$ cat src/rtl/mem_arbiter.sv
// Arbitrates the I-cache and D-cache line requests onto one shared memory port.
// Define ARB_ROUND_ROBIN_EN for alternating grants; otherwise D has priority, and I wins after D_BURST_MAX D grants.
module mem_arbiter #(
    parameter int LINE_W      = 128,
    parameter int D_BURST_MAX = 4
) (
    input  logic              clk,
    input  logic              rst,

    input  logic              mem_read_I,
    input  logic              mem_write_I,
    input  logic [31:4]       mem_addr_I,
    input  logic [LINE_W-1:0] mem_wdata_I,
    output logic [LINE_W-1:0] mem_rdata_I,
    output logic              mem_ready_I,

    input  logic              mem_read_D,
    input  logic              mem_write_D,
    input  logic [31:4]       mem_addr_D,
    input  logic [LINE_W-1:0] mem_wdata_D,
    output logic [LINE_W-1:0] mem_rdata_D,
    output logic              mem_ready_D,

    output logic              mem_read,
    output logic              mem_write,
    output logic [31:4]       mem_addr,
    output logic [LINE_W-1:0] mem_wdata,
    input  logic [LINE_W-1:0] mem_rdata,
    input  logic              mem_ready,

    output logic [1:0]        owner
);

    typedef enum logic [1:0] {
        IDLE    = 2'b00,
        SERVE_I = 2'b01,
        SERVE_D = 2'b10
    } state_t;

    state_t state;

    logic pend_i;
    logic pend_d;
    logic grant_i;
    logic grant_d;

    assign pend_i = mem_read_I | mem_write_I;
    assign pend_d = mem_read_D | mem_write_D;

`ifdef ARB_ROUND_ROBIN_EN
    // Set when the most recent grant went to D; on a tie the other side wins.
    logic last_d;
`else
    localparam int CNT_W = (D_BURST_MAX > 0) ? $clog2(D_BURST_MAX + 1) : 1;
    localparam logic [CNT_W-1:0] BURST_LIMIT = CNT_W'(D_BURST_MAX);

    logic [CNT_W-1:0] d_count;
    logic             i_starved;

    assign i_starved = pend_i & (d_count == BURST_LIMIT);
`endif

    // NOTE: every output of a combinational block gets a default first, so no path can infer a latch.
    always_comb begin
        grant_i = 1'b0;
        grant_d = 1'b0;
        if (state == IDLE) begin
`ifdef ARB_ROUND_ROBIN_EN
            grant_d = pend_d & (~pend_i | ~last_d);
`else
            grant_d = pend_d & ~i_starved;
`endif
            grant_i = pend_i & ~grant_d;
        end
    end

    // Gating with rst ensures an abandoned transaction never reports completion.
    assign mem_ready_I = (state == SERVE_I) & mem_ready & ~rst;
    assign mem_ready_D = (state == SERVE_D) & mem_ready & ~rst;
    assign mem_rdata_I = mem_rdata;
    assign mem_rdata_D = mem_rdata;

    // NOTE: state registers use non-blocking assignments so every flop samples pre-edge values.
    always_ff @(posedge clk) begin
        if (rst) begin
            state     <= IDLE;
            owner     <= IDLE;
            mem_read  <= 1'b0;
            mem_write <= 1'b0;
            mem_addr  <= '0;
            mem_wdata <= '0;
        end else begin
            unique case (state)
                IDLE: begin
                    if (grant_d) begin
                        state     <= SERVE_D;
                        owner     <= SERVE_D;
                        mem_read  <= mem_read_D;
                        mem_write <= mem_write_D;
                        mem_addr  <= mem_addr_D;
                        mem_wdata <= mem_wdata_D;
                    end else if (grant_i) begin
                        state     <= SERVE_I;
                        owner     <= SERVE_I;
                        mem_read  <= mem_read_I;
                        mem_write <= mem_write_I;
                        mem_addr  <= mem_addr_I;
                        mem_wdata <= mem_wdata_I;
                    end
                end
                SERVE_I, SERVE_D: begin
                    // addr and wdata keep their last values while idle.
                    if (mem_ready) begin
                        state     <= IDLE;
                        owner     <= IDLE;
                        mem_read  <= 1'b0;
                        mem_write <= 1'b0;
                    end
                end
                default: begin
                    state     <= IDLE;
                    owner     <= IDLE;
                    mem_read  <= 1'b0;
                    mem_write <= 1'b0;
                end
            endcase
        end
    end

`ifdef ARB_ROUND_ROBIN_EN
    always_ff @(posedge clk) begin
        if (rst) begin
            last_d <= 1'b0;
        end else if (grant_d) begin
            last_d <= 1'b1;
        end else if (grant_i) begin
            last_d <= 1'b0;
        end
    end
`else
    // Counts D grants that made a waiting I wait; a D grant with I idle restarts the count.
    always_ff @(posedge clk) begin
        if (rst) begin
            d_count <= '0;
        end else if (grant_i) begin
            d_count <= '0;
        end else if (grant_d) begin
            if (!pend_i) begin
                d_count <= '0;
            end else if (d_count != BURST_LIMIT) begin
                d_count <= d_count + CNT_W'(1);
            end
        end
    end
`endif

endmodule

$ cat config.mk
export PLATFORM = sky130hd
export DESIGN_NAME = mem_arbiter
export DESIGN_NICKNAME = d
export VERILOG_FILES = /design/src/rtl/mem_arbiter.sv
export SDC_FILE = /design/constraint.sdc
export NUM_CORES = 1
export LEC_CHECK = 0
export CORE_AREA = 2 2 335 337
export DETAILED_ROUTE_END_ITERATION = 16
export DIE_AREA = 0 0 337 339
export GPL_TIMING_DRIVEN = 0
export PLACE_DENSITY = 0.3
export SLEW_MARGIN = 10
export SYNTH_ARGS = -nofsm -noshare
export SYNTH_HDL_FRONTEND = slang
export SYNTH_SLANG_ARGS = --single-unit
$ cat constraint.sdc
create_clock -name clk -period 1.55 [get_ports clk]
set_input_delay 0.155 -clock clk [delete_from_list [all_inputs] [get_ports clk]]
set_output_delay 0.155 -clock clk [all_outputs]
set_load 0.02 [all_outputs]
[Yosys cells after proc, flatten, opt, wreduce, memory -nomap -nowiden]
Index checks and enable logic that the tools add are counted.
Storage, ports and cells
  flip-flop bits (word level): 163
  input bits: 447
  output and inout bits: 418
  logic and storage cells: 52
Cells by class
  $add $sub $neg: 1
  equality and inequality tests: 7
  muxes and demuxes: 19
  bitwise gates (word level): 12
  reductions and logical operators: 7
Operator list (count)
  $mux W128: 2
  $mux W28: 2
  $and A1 B1 Y1: 7
  $mux W1: 7
  $mux W2: 3
  $mux W3: 2
  $ne A3 B3 Y1 const B: 2
  $reduce_and A2 Y1: 3
  $pmux W1 S2: 2
  $pmux W2 S2: 1
  $reduce_or A2 Y1: 2
  $add A3 B1 Y3 const B: 1
  $eq A3 B3 Y1 const B: 1
  $not A1 Y1: 3
  $eq A2 B1 Y1 const B: 1
  $eq A2 B2 Y1 const B: 1
  $logic_not A2 Y1: 1
  $ne A2 B1 Y1 const B: 1
  $ne A2 B2 Y1 const B: 1
  $or A1 B1 Y1: 2
  $reduce_bool A2 Y1: 1

[Logic depth before layout (Yosys ltp)]
  word-level depth: 10
  depth in mapped cells: 8
  depth with buffers taken out: 5

[Least setup slack after synthesis]
Ideal clock, no wire load.
  path type: register -> register
  start: reg state[0]
  end: reg mem_wdata[101]
  setup time: 0.086 ns
  data arrival time: 1.733 ns
  data required time: 1.464 ns
  slack: -0.269 ns
  cell stages (with the launch flop): 9
  buffers on the path: 3
  clock period less this slack: 1.819 ns
  cell sequence: dfxtp_1 inv_1 ha_1 buf_2 o21ai_2 buf_2 clkbuf_1 o21ai_0 a211oi_1
Between the ends
  cells in the longest elaborated chain, start to end: 4
  elaborated cells on any way between the ends: 6
  classes of those cells: mux (3); reduce/logical (3)
Ends and longest elaborated chain
  from (decl): RTL line 40  | state_t state;
  from (signal assigned): RTL line 86  | state <= IDLE;
  from (signal assigned): RTL line 96  | state <= SERVE_D;
  from (signal assigned): RTL line 103  | state <= SERVE_I;
  $logic_not A2 Y1 (*): RTL line 67, 93
  $mux W1: RTL line 67  | if (state == IDLE) begin
  $reduce_bool A2 Y1 (no source line)
  $reduce_and A2 Y1 (no source line)
  to (signal assigned): RTL line 101  | mem_wdata <= mem_wdata_D;
  to (signal assigned): RTL line 108  | mem_wdata <= mem_wdata_I;
  to (decl): RTL line 27  | output logic [LINE_W-1:0] mem_wdata,
Mark *: on every way between the ends. The rest lies on a longest branch, timed or not.
A chain may end at the register's enable or synchronous reset.

[Final worst setup path]
  start: reg state[0]
  end: reg mem_addr[27] (netlist bit)
Between the ends
  cells in the longest elaborated chain, start to end: 4
  elaborated cells on any way between the ends: 6
  classes of those cells: mux (3); reduce/logical (3)
Ends and longest elaborated chain
  $logic_not A2 Y1 (*): RTL line 67, 93
  $mux W1: RTL line 67
  $reduce_bool A2 Y1 (no source line)
  $reduce_and A2 Y1 (no source line)
  to (signal assigned): RTL line 100  | mem_addr <= mem_addr_D;
  to (signal assigned): RTL line 107  | mem_addr <= mem_addr_I;
  to (decl): RTL line 26  | output logic [31:4] mem_addr,
Marks and branches as above.

==> flow_summary.toml <==
[global_routing]
groute.usage.overall_pct = 13.22
first_pass_grt_wire_length_microns = 106700
antenna_found_initial = 9
globalRouteOverflowTotal = 0
grt_pass1_vias = 13850
grt_max_degree = 17

[logic_synthesis]
syn-num-nets = 1684
synthesized_instance_count = 1232
yosysTopAreaCell = "dfxtp_1"
mappedNetlistArea_sq_um = 10120
synth_area_per_cell_sq_um = 8.213
yosys-top-cells-area = "dfxtp_1 (32%), buf_4 (21%), a41oi_1 (14%), a211oi_1 (12%), o21ai_0 (7.8%)"
yosysWarningCount = 0
main_flop_type_after_synthesis = "dfxtp_1"
async_set_or_reset_register_ratio_after_synthesis_pct = 0
post-synth-top-count-cell = "buf_4"
synth_seq_area_share_pct = 32.25
synth_seq_cells = 163
leading_cell_types_by_count_after_synthesis = "buf_4 (281), dfxtp_1 (163), nor2_1 (159)"
yosys.area.top_type_share_pct = 32.25
synth-edff-count = 0
post_synthesis_cell_type_count = 31

[clock_tree]
cts_inserted_buffers = 17
clk_pin_slew_ps = 80
cts_tree = "yes"
root_cell_of_the_clock_tree = "clkbuf_16"
clkSinkCount = 163
htree_num_levels = 4
clk_latency_ps = 500
max-clock-path-buffers = 2

[drt]
drt_first_pass_iters = 5
detailroute.via_count = 13130
post_drt_wl_per_cell_microns = 22.56
drt_first_iter_violations = 377
antenna_left = 0
post_drt_via_cell_ratio = 3.685
drcViolationCount = 0
detail_route.wirelength_microns = 80400

[timing]
tightest_slew_ps = 898.9
grt_setup_unrepaired = "true"
min_cycle_time_layout_ps = 1758
drv_slew = 0
clock.fmax_mhz = 568.8
finalClockSkew_ps = 17.53
worst_hold_slack_across_all_endpoints_ps = 79.76
report.final.hold_viol_count = 0
final_critical_path_setup_slack_ps = -208.0
final-setup-viol-count = 163
tns_ps = -20480
period_share_pct = 113.4
max_slew_margin_pct = 40.07

[power]
net-switching-power_uw = 8526
power.density_nw_per_um2 = 887.1
power.sequential.fraction_pct = 25.3
share_clk_of_total_power_pct = 23.0
comb_power_share_pct = 51.7
leakage_uw = 0.009079
internal_power_uw = 12990
switching_share_pct = 39.63
vdd_drop_max_uv = 926.6

[setup_path]
critical_path_peak_fanout = 7
ff2ff_setup_slack_ps = -210
critical_path.startpoint_type = "flop"
setup.worst_path.end_class = "flop"
worst-endpoint-arrival_ps = 2170
cp.required_ps = 1960
crit_type = "reg -> reg"

[layout]
drive_gt1_share_pct = 41.91
synthToLayoutAreaGrowth_pct = 139.7
finish.net_count = 2510

[floorplanning]
die_w_microns = 337
floorplan.die.height_microns = 339
initial_core_utilization_pct = 9.168
io-pin-count = 865
floorplan.core_area_sq_um = 110400
design.die.area_sq_um = 114200
floorplan.rows = 122

[status]
violations_in_the_final_reports = "negative setup slack"
run_status = "finished, violations left"

[worst_hold_path]
holdCritPathClass = "in -> reg"

[placed_design]
number_of_buffer_cells_added_on_primary_ports = 734
globalplace.congestion = 0.7808
hpwl_microns = 59790

[flow_run]
timing.max_cap.violations = 0
==> sequential cells by signal (all words and copies together), names as in the netlist <==
signal,flops
mem_read,1
mem_wdata,128
d_count,3
state,2
mem_write,1
mem_addr,28
==> through the flow <==
step                      cell area (sq um)  utilization, %  worst slack (ps)  instances  total power [uW]
after floorplan                       10230               -             7.488       1232              9759
after global routing                  24250           21.97            -288.5       3563             22580
after detailed placement              19440           17.62             -1309       3454             14330
final                                 24250           21.97            -208.0       3564             21510
after global placement                19440           17.62             -1689       3454             14340
after CTS                             22610           20.49            -289.5       3548             20910
==> path summary, 6_finish.rpt <==
kind	startpoint	endpoint	depth (start not counted)
max	state[0]	mem_addr[27]	8
min	mem_read_I	mem_read	3
max reg2reg	state[0]	mem_addr[27]	8
min reg2reg	mem_wdata[72]	mem_wdata[72]	2
==> routing by layer <==
metal | share of wire, % | up-vias | GRT usage [%] | routed length (microns)
met5 | 0.036 | - | 0 | 29
met3 | 5.9 | 64 | 3.490 | 4739
met2 | 53 | 548 | 24.42 | 42530
li1 | - | 6036 | - | -
met1 | 39 | 6481 | 14.72 | 31710
met4 | 1.7 | 4 | 3.571 | 1392
==> power by group through the flow <==
stage | combinational [uW] | clock, uW | sequential (uW)
after floorplan | 3520 | 0 | 6240
final | 11100 | 4940 | 5440
after detailed placement | 8900 | 0 | 5430
after global placement | 8920 | 0 | 5420
after global routing | 11800 | 5240 | 5530
after CTS | 10400 | 5170 | 5380
==> cells in the final DEF, fill, tap and decap left out, types with 20 or more instances in the layout <==
cell type and instances:
clkbuf_16 54, dlygate4sd2_1 153, a41oi_1 56, nor2_4 44
buf_4 304, buf_12 27, buf_6 30, nor2_2 36
o21ai_0 49, nor2_1 79, clkbuf_8 21, o21ai_1 50
clkbuf_1 20, o21ai_2 47, a211oi_1 46, clkdlybuf4s50_1 569
a211oi_2 112, a41oi_2 97, dfxtp_1 159
==> critical path, stage by stage (launching register included) <==
cell	delay, ps
dfxtp_4	360
inv_4	60
ha_4	220
o41a_1	230
buf_8	180
buf_12	170
clkbuf_16	200
nor2_1	50
a211oi_1	160
==> area by class of cell <==
class                           instances  area, sq um
Buffer                                394         3676
Clock inverter                          7        118.9
Multi-Input combinational cell        664         6416
Antenna cell                            5        12.51
Fill cell                           12080        86110
Tap cell                             1488         1862
Clock buffer                           25        505.5
Timing Repair Buffer                  811         8359
Sequential cell                       163         3271
Inverter                                7        31.28
==> timing repair <==
item	in CTS	in global routing
cloned	25	9
setup buffers	38	8
endpoints found under the setup margin	325	168
pin swaps	79	125
hold buffers	0	0
gates resized for setup	658	392
==> kinds of logic (layout without fill, tap and decap cells) <==
group	after synthesis	in the layout	share of synthesized area (%)
other	0	5	0
AO/OA/AOI/OAI	489	489	34.69
AND/OR/NAND/NOR	170	170	6.640
buffers and inverters	405	1244	25.81
flip-flops	163	163	32.25
adder cells (fa/ha/maj)	5	5	0.6183
Note: power is estimated with default switching activity, not from simulation.
